===== src/rtl/rf_write_queue.sv =====
// rf_write_queue: circular FIFO of pending register-file writes with youngest-match forwarding.
// Ports: clk, reset (sync, active-high);
//   producer  : in_valid, in_ready, in_addr, in_data (address 0 is accepted and dropped);
//   write port: port_free, we3, wa3, wd3 (head entry, popped whenever we3 is high);
//   lookups   : ra1/ra2 -> fwd1_hit/fwd1_data, fwd2_hit/fwd2_data;
//   count     : number of valid entries.
module rf_write_queue #(
    parameter int DEPTH = 4
) (
    input  logic                   clk,
    input  logic                   reset,
    input  logic                   in_valid,
    output logic                   in_ready,
    input  logic [4:0]             in_addr,
    input  logic [31:0]            in_data,
    input  logic                   port_free,
    output logic                   we3,
    output logic [4:0]             wa3,
    output logic [31:0]            wd3,
    input  logic [4:0]             ra1,
    input  logic [4:0]             ra2,
    output logic                   fwd1_hit,
    output logic [31:0]            fwd1_data,
    output logic                   fwd2_hit,
    output logic [31:0]            fwd2_data,
    output logic [$clog2(DEPTH):0] count
);
    localparam int AW = $clog2(DEPTH);
    localparam logic [AW:0] FULL = (AW+1)'(DEPTH);

    logic [4:0]    addr_mem [DEPTH];
    logic [31:0]   data_mem [DEPTH];
    logic [AW-1:0] head, tail;
    logic          push, nonempty;

    assign nonempty = count != '0;
    assign in_ready = count < FULL;
    assign push     = in_valid && in_ready && in_addr != 5'd0;
    assign we3      = port_free && nonempty;
    assign wa3      = nonempty ? addr_mem[head] : 5'd0;
    assign wd3      = nonempty ? data_mem[head] : 32'd0;

    always_ff @(posedge clk) begin
        if (reset) begin
            head  <= '0;
            tail  <= '0;
            count <= '0;
        end else begin
            if (push) begin
                addr_mem[tail] <= in_addr;
                data_mem[tail] <= in_data;
                tail           <= tail + 1'b1;
            end
            if (we3)
                head <= head + 1'b1;
            if (push != we3)
                count <= push ? count + 1'b1 : count - 1'b1;
        end
    end

    // Walk valid entries oldest to youngest so the last match wins (youngest value).
    always_comb begin
        logic [AW-1:0] idx;
        fwd1_hit  = 1'b0;
        fwd1_data = '0;
        fwd2_hit  = 1'b0;
        fwd2_data = '0;
        idx       = head;
        for (int i = 0; i < DEPTH; i++) begin
            idx = head + AW'(i);
            if ((AW+1)'(i) < count) begin
                if (ra1 != 5'd0 && addr_mem[idx] == ra1) begin
                    fwd1_hit  = 1'b1;
                    fwd1_data = data_mem[idx];
                end
                if (ra2 != 5'd0 && addr_mem[idx] == ra2) begin
                    fwd2_hit  = 1'b1;
                    fwd2_data = data_mem[idx];
                end
            end
        end
    end
endmodule


===== config.mk =====
export PLATFORM = sky130hd
export DESIGN_NAME = rf_write_queue
export DESIGN_NICKNAME = d
export VERILOG_FILES = /design/src/rtl/rf_write_queue.sv
export SDC_FILE = /design/constraint.sdc
export NUM_CORES = 1
export LEC_CHECK = 0
export ABC_AREA = 1
export CAP_MARGIN = 20
export CORE_UTILIZATION = 24
export CTS_BUF_LIST = sky130_fd_sc_hd__clkbuf_8
export CTS_CLUSTER_DIAMETER = 200
export DETAILED_ROUTE_END_ITERATION = 10
export DONT_BUFFER_PORTS = 1
export PLACE_DENSITY = 0.43
export SYNTH_ARGS = -nofsm -noshare
export SYNTH_HDL_FRONTEND = slang
export SYNTH_SLANG_ARGS = --single-unit
export TNS_END_PERCENT = 5

===== constraint.sdc =====
create_clock -name clk -period 4.7 [get_ports clk]
set_input_delay 0.235 -clock clk [delete_from_list [all_inputs] [get_ports clk]]
set_output_delay 0.235 -clock clk [all_outputs]
set_load 0.01 [all_outputs]

==> flow_summary.toml <==
[clock_network]
htreeDepth = 4
clk_latency_ns = 0.46
ctsResizeCount = 0
root_buffer = "clkbuf_8"
numCtsBuffers = 17
cts.sinks = 157
clock_path_buffers = 2
cts.clk_slew.worst_paths_ns = 0.09
tritoncts = "done"

[yosys]
yosysUniqueCellTypes = 32
async_reset_ff_frac = 0
syn_inst = 1980
ys_top_cells_by_count = "nand2_1, nor2_1, inv_1, edfxtp_1, nand3_1"
avgSynthCellArea_sq_um = 6.32
synth_xor_area_frac = 0.00280
syn-cell-area_sq_um = 12500
synthTopCellsByArea = "edfxtp_1, nand2_1, nor2_1"
synth_compound_area_frac = 0.126
synth.area.mux_share = 0
synth_edf_count = 148
synth_top_cell_area_share = 0.355
synth_fa_ha_area_frac = 0.00800
ys.flop_type = "edfxtp_1"
synth_area_leader_cell = "edfxtp_1"
synth-seq-area-share = 0.370
ys.warnings.count = 0
synth.most_common_cell = "nand2_1"
synth_simple_gate_area_frac = 0.395
synth_top_family_by_area = "simple AND/OR/NAND/NOR gates"
synthesis.nets = 2039
synth-seq-cells = 157

[timing]
period_needed_ns = 4.33
max_slew_margin = 0.273
period_share = 0.921
finalSetupTns_ns = 0
setup_viol = 0
worstMarginPinSlew_ns = 1.09
worst_slack_ns = 0.373
rsz0062_at_grt = "no"
drv_slew = 0
fmax_mhz = 231
hold_viol = 0
finClkSkew_ns = 0.00924

[job]
cap_viol_max_count = 0

[outcome]
status = "completed"

[detailed_routing]
wl_per_cell_um = 19.3
drtIter0Drc = 988
via_per_inst = 4.86
drtPass1Iterations = 5
routed_wl_um = 50900
num_vias = 12828
drcViolationCount = 0
drtAntennaViolNets = 0

[power_and_ir_drop]
pwr_density_cell_nw_per_um2 = 436
clockPowerShare = 0.187
p_int_mw = 3.01
combPwrFrac = 0.533
leakage_nw = 6.22
power_switching_mw = 3.06
seq_power_share = 0.280
max-vdd-ir-drop_mv = 0.185
p_sw_frac = 0.504

[worst_setup_path]
crit_required_ns = 4.47
cp-start-kind = "flop"
cp-end-kind = "primary output"
worst_ep_arrival_time_ns = 4.09
critPathMaxFanout = 46
critical_path_class = "flop to primary output"

[placed_design]
hpwl_um = 34500
port_buffers = 0
gp_congestion = 0.915
dp_slack_ns = 0.886
placedCellCount = 2567

[die]
start_util = 0.243
core_area_sq_um = 51400
die_h_um = 230
fp-row-count = 83
dieArea_sq_um = 53100
pin_count = 159
fp.dieW_um = 230

[final_layout]
final_nets = 2005
fin_util = 0.271
antenna_cells = 0
syn2layout_area_growth_pct = 11.4
drive_gt1_frac = 0.0439
instances_no_fill = 2639

[global_route]
grt_pass1_vias = 12374
track_usage = 0.191
grt_remaining_overflow = 0
antenna_found_initial = 2
grt_pass1_wl_um = 76600
grt_max_degree = 79

[worst_hold_path]
hp-class = "input pin to flop"
==> state kept, by name (all words and copies together) (netlist names), named ones only <==
register  count
data_mem    128
addr_mem     20
count         3
head          2
tail          2
==> path summary, 6_finish.rpt <==
path	startpoint	end	slack, ns	depth (start not counted)
max	head[0]	fwd1_data[31]	0.37	14
min	reset	count[2]	0.06	3
max reg2reg	count[2]	data_mem[1][13]	1.86	6
min reg2reg	tail[0]	tail[0]	0.51	1
==> logic make-up (layout without fill, tap and decap cells) <==
logic type	Yosys count	in the layout
and+or+nand+nor	1267	1267
buffers and inverters	288	267
xor gates and xnor gates	4	4
adders and majority gates	8	8
DFF	157	157
AOI/OAI and AO/OA	256	256
==> metal layers <==
| metal | up-vias | wire, um | track usage |
|---|---|---|---|
| met2 | 406 | 23500 | 0.316 |
| met1 | 6066 | 23600 | 0.254 |
| met5 | - | 22 | 0 |
| met4 | 4 | 1220 | 0.0650 |
| li1 | 6274 | - | - |
| met3 | 78 | 2590 | 0.0271 |
==> power by group through the flow <==
stage          combinational (mW)  clock [mW]  sequential, mW
6_report                     3.24        1.14            1.70
5_1_grt                      3.63        1.22            1.72
4_1_cts                      3.26        1.17            1.70
3_5_place_dp                 3.20           0            1.73
3_3_place_gp                 3.20           0            1.73
2_1_floorplan                2.27           0            1.68
==> worst max-delay path: stages, from the launching register on <==
cell and delay, ns:
dfxtp_4 0.55, buf_4 0.50, nor2_4 0.03, buf_4 0.31
a21oi_1 0.34, nand2_1 0.11, nand2_1 0.09, nand2_1 0.05
nor2_1 0.10, nand3_2 0.69, buf_4 0.47, nor2_1 0.10
nor2_1 0.05, nand2_1 0.10, nand2_1 0.11
==> per-stage QoR <==
step / power [mW] / hold slack (ns) / area (sq um)
floorplan: 3.94 / 0.304 / 12500
global placement: 4.93 / 0.308 / 13100
detailed placement: 4.94 / 0.312 / 13100
CTS: 6.13 / 0.0298 / 13900
global route: 6.56 / 0.0765 / 13900
finish: 6.07 / 0.0566 / 13900
==> timing repair <==
item | 4_1_cts | 5_1_grt
hold endpoints to repair | 151 | 0
hold buffers | 40 | 0
setup buffers | 0 | 0
==> cells in the final DEF, fill, tap and decap left out, types with 4 or more instances in the layout <==
master / n
dfxtp_1: 6
o211ai_1: 32
inv_2: 5
nor2_1: 391
a32oi_1: 32
clkbuf_8: 17
buf_4: 28
dlygate4sd3_1: 40
nor2_4: 10
o21ai_0: 104
bufinv_16: 5
nand2_2: 4
a21oi_1: 47
ha_1: 8
a22oi_1: 32
edfxtp_1: 148
nand2_1: 739
nand3_1: 107
o21ai_1: 6
nand4_1: 5
inv_1: 162
==> layout make-up <==
type | count | area, sq um
Clock buffer | 17 | 234
Clock inverter | 15 | 203
Fill cell | 5683 | 37500
Inverter | 166 | 626
Multi-Input combinational cell | 1535 | 6760
Sequential cell | 157 | 4630
Tap cell | 680 | 851
Timing Repair Buffer | 69 | 631
Note: power is estimated with default switching activity, not from simulation.
